## config.mk

```make
export PLATFORM = sky130hd
export DESIGN_NAME = piece_bag_generator
export DESIGN_NICKNAME = d
export VERILOG_FILES = /design/src/rtl/tetris_pkg.sv /design/src/rtl/piece_bag_generator_lfsr16.sv /design/src/rtl/piece_bag_generator.sv
export SDC_FILE = /design/constraint.sdc
export NUM_CORES = 1
export LEC_CHECK = 0
export CAP_MARGIN = 20
export CORE_MARGIN = 3
export CORE_UTILIZATION = 48
export CTS_CLUSTER_SIZE = 20
export DETAILED_ROUTE_END_ITERATION = 16
export PLACE_DENSITY_LB_ADDON = 0.3
export RECOVER_POWER = 100
export SYNTH_ARGS = -nofsm -noshare
export SYNTH_HDL_FRONTEND = slang
export SYNTH_SLANG_ARGS = --single-unit
```

## constraint.sdc

```tcl
create_clock -name clk -period 2.6 [get_ports clk]
set_clock_uncertainty 0.1 [all_clocks]
set_input_delay 0.52 -clock clk [delete_from_list [all_inputs] [get_ports clk]]
set_output_delay 0.52 -clock clk [all_outputs]
set_load 0.03 [all_outputs]
```

## src/rtl/tetris_pkg.sv

```systemverilog
// Shared tetromino types plus the constants used by the 7-bag piece generator.
package tetris_pkg;

    localparam int unsigned NUM_PIECE_TYPES = 7;
    localparam logic [6:0]  BAG_FULL        = 7'h7F;
    localparam logic [15:0] LFSR_TAPS       = 16'hB400;

    typedef enum logic [2:0] {
        PIECE_I = 3'd0,
        PIECE_O = 3'd1,
        PIECE_T = 3'd2,
        PIECE_S = 3'd3,
        PIECE_Z = 3'd4,
        PIECE_J = 3'd5,
        PIECE_L = 3'd6
    } piece_type_t;

    typedef enum logic [1:0] {
        ROT_0   = 2'd0,
        ROT_90  = 2'd1,
        ROT_180 = 2'd2,
        ROT_270 = 2'd3
    } rotation_t;

    typedef struct packed {
        piece_type_t piece_type;
        logic [3:0]  x;
        logic [4:0]  y;
        rotation_t   rot;
    } active_piece_t;

    typedef enum logic {
        DRAW_IDLE = 1'b0,
        DRAW_FILL = 1'b1
    } draw_state_t;

    function automatic logic [2:0] lowest_set(input logic [6:0] mask);
        logic [2:0] idx;
        logic       found;
        idx   = '0;
        found = 1'b0;
        for (int unsigned i = 0; i < NUM_PIECE_TYPES; i++) begin
            if (mask[i] && !found) begin
                idx   = 3'(i);
                found = 1'b1;
            end
        end
        return idx;
    endfunction

endpackage

```

## src/rtl/piece_bag_generator_lfsr16.sv

```systemverilog
// 16-bit Galois LFSR (x^16+x^14+x^13+x^11+1) with synchronous reset and load.
module lfsr16
    import tetris_pkg::*;
#(
    parameter logic [15:0] DEFAULT_SEED = 16'hACE1
) (
    input  logic        clk,
    input  logic        reset,
    input  logic        load,
    input  logic [15:0] load_value,
    input  logic        step,
    output logic [15:0] value
);

    logic [15:0] value_q;
    logic [15:0] value_d;

    always_comb begin
        value_d = value_q;
        if (load) begin
            value_d = load_value;
        end else if (step) begin
            value_d = {1'b0, value_q[15:1]} ^ (value_q[0] ? LFSR_TAPS : '0);
        end
    end

    always_ff @(posedge clk) begin
        if (reset) begin
            value_q <= DEFAULT_SEED;
        end else begin
            value_q <= value_d;
        end
    end

    assign value = value_q;

endmodule

```

## src/rtl/piece_bag_generator.sv

```systemverilog
// 7-bag tetromino feeder: LFSR-driven draws into a small FIFO with head + preview.
module piece_bag_generator
    import tetris_pkg::*;
#(
    parameter int unsigned QUEUE_DEPTH  = 4,
    parameter logic [15:0] DEFAULT_SEED = 16'hACE1,
    parameter logic [3:0]  SPAWN_X      = 4'd4,
    parameter int unsigned MAX_REJECT   = 8
) (
    input  logic          clk,
    input  logic          reset,
    input  logic          seed_load,
    input  logic [15:0]   seed,
    input  logic          advance,
    output active_piece_t new_piece,
    output logic          piece_valid,
    output piece_type_t   preview_types [QUEUE_DEPTH-1],
    output logic          underflow
);

    localparam int unsigned PTR_W = $clog2(QUEUE_DEPTH);
    localparam int unsigned CNT_W = $clog2(QUEUE_DEPTH + 1);
    localparam int unsigned REJ_W = $clog2(MAX_REJECT + 1);

    draw_state_t       state_q, state_d;
    logic [6:0]        mask_q, mask_d;
    logic [REJ_W-1:0]  rej_q, rej_d;
    logic [PTR_W-1:0]  rd_q, rd_d;
    logic [PTR_W-1:0]  wr_q, wr_d;
    logic [CNT_W-1:0]  count_q, count_d;
    logic              underflow_q, underflow_d;
    piece_type_t       mem_q [QUEUE_DEPTH];
    piece_type_t       mem_d [QUEUE_DEPTH];

    logic [15:0]       lfsr_value;
    logic [15:0]       seed_eff;
    logic              lfsr_unused;
    logic [2:0]        cand;
    logic [2:0]        pick;
    logic [6:0]        mask_after;
    logic              cand_ok;
    logic              force_pick;
    logic              push;
    logic              pop;
    int unsigned       slot;

    function automatic logic [PTR_W-1:0] next_ptr(input logic [PTR_W-1:0] p);
        return (p == PTR_W'(QUEUE_DEPTH - 1)) ? '0 : p + 1'b1;
    endfunction

    assign seed_eff = (seed == '0) ? DEFAULT_SEED : seed;

    lfsr16 #(
        .DEFAULT_SEED (DEFAULT_SEED)
    ) u_lfsr (
        .clk        (clk),
        .reset      (reset),
        .load       (seed_load),
        .load_value (seed_eff),
        .step       (1'b1),
        .value      (lfsr_value)
    );

    // Only the low three LFSR bits feed the draw.
    assign lfsr_unused = ^lfsr_value[15:3];
    assign cand        = lfsr_value[2:0];
    assign cand_ok     = (cand != 3'd7) && mask_q[cand];
    assign force_pick  = (rej_q == REJ_W'(MAX_REJECT - 1));

    always_comb begin
        state_d     = state_q;
        mask_d      = mask_q;
        rej_d       = rej_q;
        rd_d        = rd_q;
        wr_d        = wr_q;
        count_d     = count_q;
        underflow_d = underflow_q;
        mem_d       = mem_q;
        push        = 1'b0;
        pop         = 1'b0;
        pick        = cand;
        mask_after  = mask_q;

        if (seed_load) begin
            state_d     = DRAW_FILL;
            mask_d      = BAG_FULL;
            rej_d       = '0;
            rd_d        = '0;
            wr_d        = '0;
            count_d     = '0;
            underflow_d = 1'b0;
        end else begin
            if (state_q == DRAW_FILL) begin
                if (cand_ok || force_pick) begin
                    push       = 1'b1;
                    pick       = cand_ok ? cand : lowest_set(mask_q);
                    rej_d      = '0;
                    mask_after = mask_q & ~(7'b1 << pick);
                    mask_d     = (mask_after == '0) ? BAG_FULL : mask_after;
                end else begin
                    rej_d = rej_q + 1'b1;
                end
            end

            if (advance) begin
                if (count_q != '0) begin
                    pop = 1'b1;
                end else begin
                    underflow_d = 1'b1;
                end
            end

            if (push) begin
                mem_d[wr_q] = piece_type_t'(pick);
                wr_d        = next_ptr(wr_q);
            end
            if (pop) begin
                rd_d = next_ptr(rd_q);
            end

            unique case ({push, pop})
                2'b10:   count_d = count_q + 1'b1;
                2'b01:   count_d = count_q - 1'b1;
                default: count_d = count_q;
            endcase

            state_d = (count_d < CNT_W'(QUEUE_DEPTH)) ? DRAW_FILL : DRAW_IDLE;
        end
    end

    always_ff @(posedge clk) begin
        if (reset) begin
            state_q     <= DRAW_FILL;
            mask_q      <= BAG_FULL;
            rej_q       <= '0;
            rd_q        <= '0;
            wr_q        <= '0;
            count_q     <= '0;
            underflow_q <= 1'b0;
        end else begin
            state_q     <= state_d;
            mask_q      <= mask_d;
            rej_q       <= rej_d;
            rd_q        <= rd_d;
            wr_q        <= wr_d;
            count_q     <= count_d;
            underflow_q <= underflow_d;
        end
    end

    // Storage needs no reset: count_q gates every read below.
    always_ff @(posedge clk) begin
        mem_q <= mem_d;
    end

    always_comb begin
        piece_valid          = (count_q != '0);
        new_piece            = '0;
        new_piece.piece_type = piece_valid ? mem_q[rd_q] : PIECE_I;
        new_piece.x          = SPAWN_X;
        new_piece.y          = '0;
        new_piece.rot        = ROT_0;
        slot                 = 0;
        for (int unsigned i = 0; i < QUEUE_DEPTH - 1; i++) begin
            slot = int'(rd_q) + i + 1;
            if (slot >= QUEUE_DEPTH) begin
                slot = slot - QUEUE_DEPTH;
            end
            preview_types[i] = (CNT_W'(i + 1) < count_q) ? mem_q[slot[PTR_W-1:0]] : PIECE_I;
        end
        underflow = underflow_q;
    end

endmodule

```

After elaboration in Yosys (flattened, before gate mapping) --
Index checks and enable logic that the tools add are counted.
Operators by class: add/sub/neg operators 12, order comparisons 14, eq/ne operators 6, shift-type cells 1, muxes and demuxes 77, bitwise operators 10, reductions and logical operators 22
Operators by type and width (count):
- 2-to-1 mux 3 bit | 26
- 2-to-1 mux 16 bit | 3
- 2-to-1 mux 1 bit | 33
- binary-select mux 3 bit (select 2 bit) | 4
- >= comparator 3 bit (second input constant) | 6
- logical NOT 16 bit | 1
- bitwise XOR 15 x 16 -> 16 bit | 1
- NOT 2 -> 3 bit | 5
- bitwise mux 12 bit | 1
- 2-to-1 mux 2 bit | 5
- adder 3 x 1 -> 4 bit (second input constant) | 2
- >= comparator 4 x 3 -> 1 bit (second input constant) | 2
- logical AND 1 bit | 8
- AND 7 bit | 1
- logical NOT 7 bit | 1
- 2-to-1 mux 7 bit | 1
- NOT 7 bit | 1
- << shifter 1 x 3 -> 7 bit (first input constant) | 1
- demux 3 bit (select 2 bit) | 1
- equality test 2 bit (second input constant) | 3
- logical NOT 1 bit | 6
- less-than comparator 2 x 3 -> 1 bit (first input constant) | 2
- one-hot mux 3 bit (2 select lines) | 1
- AND reduction 2 bit | 3
- other kinds (20) | 24
Word-level totals: flip-flop bits (word level) 48, bits of input ports 20, output and inout port bits 25, word-level logic and storage cells 154

Longest topological paths before layout --
Gate-level depths: netlist of run 1.
depth after elaboration 49, mapped depth 12, gate-level depth less buffers 11

Hierarchy --
Synthesis of run 1 repeated with hierarchy kept, for this count alone.
Second synthesis, totals: cells, all modules 313, area, all modules 3045.4 um2
Modules (own cells, without submodules):
- piece_bag_generator | times used 1, cells each 236, area an instance 2249.7 um2, sequential area each 760.7 um2
- lfsr16 | times used 1, cells each 77, area an instance 795.8 um2, sequential area each 320.3 um2

Least setup slack after synthesis of run 1 --
Ideal clock, no wire load.
kind register to register, start point register u_lfsr.value_q[2] (netlist: u_lfsr.value[2]), end point register mask_q[0], setup time 0.122 ns, arrival time 2.308 ns, data required time 2.378 ns, path slack 0.070 ns, cell stages (with the launch flop) 8, buffers on the path 1, clock period less this slack 2.530 ns, cell sequence dfxtp_1 -> clkbuf_1 -> mux4_2 -> mux2_4 -> nor4b_1 -> o32ai_2 -> o211ai_2 -> o32a_1
On the way: word-level cells in the longest chain between the ends 9, elaborated cells between the ends (all ways) 12, classes of those cells eq/ne: 1; shift: 1; mux: 4; bitwise: 2; reduce/logical: 4
Ends and longest elaborated chain:
- from (decl) | line piece_bag_generator_lfsr16.sv:15 | logic [15:0] value_q;
- from (signal assigned) | line piece_bag_generator_lfsr16.sv:31 | value_q <= value_d;
- binary-select mux 1 bit (select 3 bit) | line piece_bag_generator.sv:67 | assign cand_ok = (cand != 3'd7) && mask_q[cand];
- 2-to-1 mux 1 bit (not written as such) | line piece_bag_generator.sv:67
- logical AND 1 bit | line piece_bag_generator.sv:67
- 2-to-1 mux 3 bit | line piece_bag_generator.sv:96 | pick = cand_ok ? cand : lowest_set(mask_q);
- << shifter 1 x 3 -> 7 bit | line piece_bag_generator.sv:98 | mask_after = mask_q & ~(7'b1 << pick);
- NOT 7 bit | line piece_bag_generator.sv:98
- AND 7 bit | line piece_bag_generator.sv:98
- logical NOT 7 bit | line piece_bag_generator.sv:99 | mask_d = (mask_after == '0) ? BAG_FULL : mask_after;
- 2-to-1 mux 7 bit | line piece_bag_generator.sv:99
- to (signal assigned) | line piece_bag_generator.sv:142 | mask_q <= mask_d;
- to (decl) | line piece_bag_generator.sv:26 | logic [6:0] mask_q, mask_d;
Several ways; a longest one is shown, not always the timed one. The select of a mux whose other input is x is not followed. A chain may end at the register's enable or synchronous reset.

Final worst setup path of run 1 --
start point register u_lfsr.value_q[1] (netlist: u_lfsr.value[1]), end point register mask_q[0]
Same word-level chain as after synthesis.

==> results of run 1 <==
metal layers:
| metal | wire length, um | up-vias |
|---|---|---|
| met4 | 91 | 0 |
| met2 | 2850 | 57 |
| met3 | 255 | 9 |
| li1 | - | 1082 |
| met5 | 0 | - |
| met1 | 2640 | 1028 |
area by class of cell:
| type | count | area share [%] |
|---|---|---|
| Multi-Input combinational cell | 199 | 46.7 |
| Sequential cell | 48 | 31.7 |
| Timing Repair Buffer | 64 | 15.3 |
| Tap cell | 72 | 2.63 |
| Clock buffer | 6 | 2.12 |
| Inverter | 11 | 1.20 |
| Clock inverter | 2 | 0.329 |
synthesized netlist by cell type, drive strengths merged, types with 3 or more instances:
cell type   n  area share [%]
mux2i      12             4.3
nand3       4            0.72
nor3        5            0.90
clkbuf      8             1.1
xnor2       4             1.3
inv        10             1.3
edfxtp     12              13
and2       11             2.5
a21oi      15             2.7
dfxtp      36              26
o21ai       3            0.54
nand2      12             1.6
o31ai       6             1.6
nor4       10             2.5
nor2b       9             2.0
buf        19             4.5
ha         12             5.4
nor2       30             4.0
o22a        7             2.2
mux4       13              11
mux2        3             1.3
nand2b      5             1.1
what timing repair did:
| item | in CTS | in global routing |
|---|---|---|
| cloned | 0 | 0 |
| endpoints found under the setup margin | 18 | 16 |
| hold buffers | 0 | 0 |
| pin swaps | 0 | 1 |
| resized for setup | 29 | 25 |
| endpoints found under the hold margin | 0 | 0 |
logic make-up (layout without fill, tap and decap cells):
kind of cell	Yosys count	in the layout	synth area share, %
xor gates and xnor gates	6	6	1.89
other	2	11	0.270
and+or+nand+nor	94	94	17.5
adders and majority gates	12	12	5.40
AOI/OAI and AO/OA	48	48	12.8
DFF	48	48	38.8
buffers and inverters	38	83	7.10
muxes	28	28	16.2
power by group through the flow:
stage / sequential [mW] / clock [mW] / combinational [mW]
finish: 0.848 / 0.435 / 0.461
global route: 0.852 / 0.470 / 0.509
CTS: 0.847 / 0.438 / 0.452
detailed placement: 0.864 / 0 / 0.458
global placement: 0.862 / 0 / 0.453
floorplan: 0.854 / 0 / 0.311
state kept, by name, summed over array words and instances (netlist names):
signal / cells
count_q: 3
mask_q: 7
mem_q: 12
rd_q: 2
rej_q: 4
state_q: 1
u_lfsr.value: 16
underflow: 1
wr_q: 2
worst max-delay path, cell delays in order, from the launching register on:
cell and delay (ns):
dfxtp_4 0.39, mux2i_2 0.17, mux4_2 0.50, mux2_4 0.36
nor4b_1 0.16, o32ai_2 0.37, o211ai_2 0.14, o32a_1 0.30
cells in the final DEF, fill, tap and decap left out, drive strengths merged, types with 2 or more instances in the layout:
| cell | instances |
|---|---|
| dlygate4sd3 | 2 |
| o31ai | 6 |
| mux2i | 12 |
| nand2b | 5 |
| dfxtp | 36 |
| clkdlybuf4s50 | 18 |
| clkinv | 2 |
| nand4 | 2 |
| nand3 | 4 |
| conb | 11 |
| mux4 | 13 |
| xnor2 | 4 |
| edfxtp | 12 |
| o21ai | 3 |
| xor2 | 2 |
| o22a | 7 |
| a211oi | 2 |
| o211ai | 2 |
| nor2 | 30 |
| and2 | 11 |
| o32a | 2 |
| inv | 10 |
| mux2 | 3 |
| nor2b | 9 |
| nor3 | 5 |
| nor4 | 10 |
| clkbuf | 10 |
| dlygate4sd2 | 5 |
| ha | 12 |
| buf | 34 |
| nand2 | 12 |
| a21oi | 15 |
final timing paths:
path	from	end
max reg2reg	u_lfsr.value[1]	mask_q[0]
min	u_lfsr.value[7]	u_lfsr.value[6]
max	u_lfsr.value[1]	mask_q[0]
min reg2reg	u_lfsr.value[7]	u_lfsr.value[6]
metrics by stage:
stage / hold slack (ns) / utilization, % / total power, mW
2_1_floorplan: 0.313 / - / 1.16
3_3_place_gp: 0.320 / 59.7 / 1.31
3_5_place_dp: 0.322 / 59.7 / 1.32
4_1_cts: 0.336 / 61.1 / 1.74
5_1_grt: 0.365 / 61.5 / 1.83
6_report: 0.335 / 61.5 / 1.74
==> out/summary.txt, run 1 <==
Outcome -> finished clean
Placed cell area -> 0.00333 mm^2
HP Class -> register to register
All-layer global routing usage -> 17.4%
Area of all placed cells without fillers -> 0.00343 mm^2
Count of pins over their slew limit -> 0
Total of fill cells in the finished design -> 478
Worst setup slack for register-to-register paths -> 0.007 ns
Count of TritonRoute iterations in the first routing pass -> 4
Register area -> 0.00108 mm^2
Critical Path End Type -> register
Library cells used by synthesis -> 52
Total of buffers placed on input and output ports -> 33
Met3 capacity usage during global routing -> 3.47%
Number of instances on the worst hold path -> 1
CTS clk-pin slew, worst paths -> 0.09 ns
1st-iter DRT viols -> 111
Met2 track demand over resource -> 28.2%
WS Path Type -> register to register
Average instance area after synthesis -> 10.1 um^2
# clock sinks -> 48
Count of antenna diodes in the layout -> 0
Cell area after synthesis -> 0.00278 mm^2
Global routing usage on met1 -> 23.3%
Final clock period utilization by the worst path -> 99.7%
Number of cells in the design after placement -> 394
Buffer cell driving the clock tree root -> clkbuf_8
Post-CTS setup buffer count -> 0
Final global-route overflow total -> 0
Count of nets after finishing -> 361
Post-Synthesis Cells -> 276
Arrival time reported for the critical path endpoint -> 2.69 ns
Wire length of the first global-routing pass -> 8990 um
Final hold vios -> 0
Min setup slack post-route -> 0.00725 ns
Final weighted congestion in routability-driven placement -> 0.875
Max clock buf depth -> 2
Post-Layout Cell Count -> 402
Flop pwr share -> 48.6%
Via count -> 2176
Area Growth Syn to Fin -> 23.2%
H-tree depth -> 2
Number of max-capacitance violations reported -> 0
Min Tclk post-route -> 2.59 ns
Top-level port count -> 45
Total of warnings raised by yosys -> 0
FF+latch count, synth -> 48
Switching share of total power -> 30.5%
Worst Reg2Reg Path Length in Cells -> 7
Most heavily used metal layer in global routing -> met2
Setup total negative slack -> 0 ns
Number of buffers created by CTS -> 5
Die Area -> 0.00675 mm^2
Static leakage -> 1.35 nW
Unrepaired setup endpoints after global routing -> yes
Clock latency on the worst-skew pair -> 0.30 ns
Share of the yosys chip area belonging to registers -> 38.8%
Setup-violating endpoint count in the final report -> 0
CP Max Fanout -> 8
Detailed-route wire length per cell -> 14.5 um
Switching power -> 0.532 mW
Maximum clock rate -> 386 MHz
Final HPWL from detailed placement -> 4410 um
Cell-internal power -> 1.21 mW
Multi-input combinational cell area -> 0.00160 mm^2
Die span in y -> 82.1 um
Via density per instance -> 5.41
TritonCTS clock tree -> done
Die Wd -> 82.1 um
Clock share of power -> 24.9%
Maximum number of pins on one net before global-route repair -> 15
Main synth FF type -> dfxtp_1
Remaining design rule violation count -> 0
Antenna violations before repair -> 0
Proportion of layout cells with a drive suffix above 1 -> 21.5%
Required time of the critical path -> 2.70 ns
Site Rows -> 27
WL final -> 5840 um
Count of flip-flops with a built-in enable after synthesis -> 12
Effective utilization at floorplan -> 49.9%
Relative contribution of combinational cells to total power -> 26.4%
Async SR Flop Fraction -> 0%
Vias in the first global route -> 1972
Core region area -> 0.00557 mm^2
Worst setup SP type -> register
Pre-CTS setup slack -> -0.0237 ns
Pwr/cell area -> 509 mW/mm^2
Remaining number of nets flagged by the antenna check after routing -> 0
Peak supply drop -> 0.000377 V
Power figures use the tool's default switching activity.
==> run 2: changes to the inputs <==
--- a/config.mk
+++ b/config.mk
@@ -5,11 +5,13 @@
 export SDC_FILE = /design/constraint.sdc
 export NUM_CORES = 1
 export LEC_CHECK = 0
+export ABC_AREA = 1
 export CAP_MARGIN = 20
 export CORE_MARGIN = 3
 export CORE_UTILIZATION = 48
 export CTS_CLUSTER_SIZE = 20
 export DETAILED_ROUTE_END_ITERATION = 16
+export MAX_ROUTING_LAYER = met4
 export PLACE_DENSITY_LB_ADDON = 0.3
 export RECOVER_POWER = 100
 export SYNTH_ARGS = -nofsm -noshare
==> constraint.sdc (replaced) <==
create_clock -name clk -period 2.6 [get_ports clk]
set_clock_uncertainty 0.1 [all_clocks]
set_input_delay 0.26 -clock clk [delete_from_list [all_inputs] [get_ports clk]]
set_output_delay 0.26 -clock clk [all_outputs]
set_load 0.03 [all_outputs]
==> out/summary.txt, run 2 <==
Cell area after synthesis -> 0.00276 mm^2
Cells along the critical path -> ha_1 > inv_1 > nand2_1 > a21oi_1 > clkdlybuf4s50_1
Static leakage -> 1.44 nW
Most numerous cell in the Yosys netlist -> nand2_1
Top-level port count -> 45
Most area-consuming cells after synthesis -> dfxtp_1 26%, edfxtp_1 13%, nand2_1 8.7%, inv_1 8.3%, nor2_1 6.8%
Buffering stage count on the worst path with inverters included -> 2
Final clock period utilization by the worst path -> 94.8%
Via count -> 2413
Count of TritonRoute iterations in the first routing pass -> 5
Crit path capture -> preview_types[8]
Number of buffers created by CTS -> 5
WS Path Type -> register to output port
CP Max Fanout -> 9
Routed wire length on met2 -> 2790 um
H-tree depth -> 2
Total of buffers placed on input and output ports -> 33
Final global-route overflow total -> 0
Share of the yosys chip area belonging to registers -> 39.2%
Most frequent standard cell in the layout excluding fill and tap cells -> nand2_1
Number of max-capacitance violations reported -> 0
Peak supply drop -> 0.000347 V
Effective utilization at floorplan -> 51.7%
Family with the most delay on the worst path -> buffers and inverters
Vias in the first global route -> 2266
Delay of the slowest cell on the worst path -> 0.68 ns
Library cells used by synthesis -> 36
WL met1 -> 2500 um
Via density per instance -> 5.01
Total of fill cells in the finished design -> 514
Pwr/cell area -> 533 mW/mm^2
Remaining number of nets flagged by the antenna check after routing -> 0
Unrepaired setup endpoints after global routing -> no
Area of all placed cells without fillers -> 0.00316 mm^2
Critical Path Source -> rd_q[0]
Final hold vios -> 0
Antenna violations before repair -> 0
Slowest stage cell on the critical path -> clkdlybuf4s50_1
Post-Layout Cell Count -> 482
Clock latency on the worst-skew pair -> 0.29 ns
Die Area -> 0.00669 mm^2
Maximum number of pins on one net before global-route repair -> 16
Critical Path End Type -> output port
Met3 wire length -> 258 um
Die span in y -> 81.8 um
FF+latch count, synth -> 48
Remaining design rule violation count -> 0
Proportion of layout cells with a drive suffix above 1 -> 6.07%
Most frequent cells in the layout -> 65 x nand2_1, 61 x inv_1, 50 x nor2_1
Outcome -> finished clean
Arrival time reported for the critical path endpoint -> 2.10 ns
Site Rows -> 26
Startpoint of the most critical register-to-register path -> u_lfsr.value[0]
Die Wd -> 81.8 um
Maximum clock rate -> 406 MHz
Max clock buf depth -> 2
Count of nets after finishing -> 443
Reg-to-Reg End -> count_q[2]
Average instance area after synthesis -> 7.30 um^2
Count of antenna diodes in the layout -> 0
Required time of the critical path -> 2.24 ns
Count of flip-flops with a built-in enable after synthesis -> 12
Final core occ -> 59.3%
Main synth FF type -> dfxtp_1
1st-iter DRT viols -> 102
Total of warnings raised by yosys -> 0
Area Growth Syn to Fin -> 14.7%
Placed cell area -> 0.00311 mm^2
Wire length of the first global-routing pass -> 9970 um
Async SR Flop Fraction -> 0%
Setup total negative slack -> 0 ns
Post-Synthesis Cells -> 378
Count of pins over their slew limit -> 0
Setup-violating endpoint count in the final report -> 0
Min Tclk post-route -> 2.46 ns
Final total power -> 1.69 mW
Worst Reg2Reg Path Length in Cells -> 12
Min setup slack post-route -> 0.136 ns
Worst setup slack for register-to-register paths -> 0.20 ns
Hold Slack -> 0.340 ns
Final HPWL from detailed placement -> 4510 um
HP Class -> register to register
Top cells by count, synth -> 64 x nand2_1, 61 x inv_1, 50 x nor2_1, 36 x dfxtp_1, 34 x o21ai_0
Post-synth top area cell -> dfxtp_1
Synth top area share -> 26.1%
Pre-CTS setup slack -> 0.211 ns
TritonCTS clock tree -> done
Path length in cells of the critical path -> 5
CTS clk-pin slew, worst paths -> 0.08 ns
Number of cells in the design after placement -> 474
# clock sinks -> 48
Buffer cell driving the clock tree root -> clkbuf_8
All-layer global routing usage -> 19.7%
Max FFs per register -> 16
Final weighted congestion in routability-driven placement -> 0.863
WL final -> 5660 um
Detailed-route wire length per cell -> 11.8 um
Highest routing layer actually used -> met4
Core region area -> 0.00534 mm^2
Worst setup SP type -> register
==> run 2: cell types whose count changed in the layout (fill, tap and decap cells not counted), moves of 10 or more <==
| cell | previous run | this run |
|---|---|---|
| buf_4 | 25 | 2 |
| nor2_1 | 30 | 50 |
| inv_1 | 10 | 61 |
| and2_1 | 11 | 0 |
| nand2_1 | 12 | 65 |
| mux4_2 | 13 | 0 |
| mux2i_1 | 10 | 0 |
| nand3_1 | 4 | 15 |
| o21ai_0 | 3 | 34 |
==> run 2: logic make-up after synthesis <==
| logic type | after synthesis | share of synthesized area [%] |
|---|---|---|
| AOI/OAI and AO/OA | 72 | 14.5 |
| xor gates and xnor gates | 6 | 1.91 |
| adders and majority gates | 12 | 5.44 |
| buffers and inverters | 83 | 13.5 |
| DFF | 48 | 39.2 |
| other | 2 | 0.272 |
| and+or+nand+nor | 155 | 25.2 |
==> run 2: what timing repair did <==
item,in CTS,in global routing
gates cloned,0,0
hold buffers,0,0
endpoints found under the setup margin,3,3
buffers inserted,0,0
pin swaps,0,0
gates resized for setup,3,3
==> run 2: layout make-up <==
type / count / area (um^2) / area share, %
Inverter: 64 / 245 / 7.75
Multi-Input combinational cell: 256 / 1340 / 42.2
Timing Repair Buffer: 36 / 333 / 10.5
Clock inverter: 1 / 5.00 / 0.158
Clock buffer: 7 / 76.3 / 2.41
Tap cell: 70 / 87.6 / 2.77
Sequential cell: 48 / 1080 / 34.2
==> run 2: power by group <==
part / internal, mW / leakage, nW / switching (mW)
clock network: 0.189 / 0.0422 / 0.226
registers: 0.818 / 0.407 / 0.0287
logic: 0.146 / 0.987 / 0.279
==> run 2: worst min path at each step <==
stage	from	to	slack (ns)	cells after the start
after floorplan	seed[12]	u_lfsr.value[12]	0.27	2
after global placement	u_lfsr.value[15]	u_lfsr.value[14]	0.31	2
after detailed placement	u_lfsr.value[9]	u_lfsr.value[8]	0.32	2
after CTS	u_lfsr.value[9]	u_lfsr.value[8]	0.34	2
after global routing	u_lfsr.value[4]	u_lfsr.value[3]	0.36	2
final	u_lfsr.value[4]	u_lfsr.value[3]	0.34	2
==> run 2: routing by layer <==
layer / GRT usage, % / vias to the layer above
li1: - / 1259
met1: 22.8 / 1085
met2: 34.8 / 59
met3: 3.29 / 10
met4: 5.81 / 0
met5: - / -
==> run 2: worst reg2reg max path, stage by stage (launching register included) <==
cell and delay, ns:
dfxtp_1 0.56, inv_6 0.08, nand2_1 0.07, nand2_1 0.07, nand3_2 0.15, nand2_4 0.09, a31o_1 0.22, nand2_4 0.11
inv_2 0.07, ha_1 0.33, nor2_1 0.13, o221ai_1 0.11, and3_1 0.20
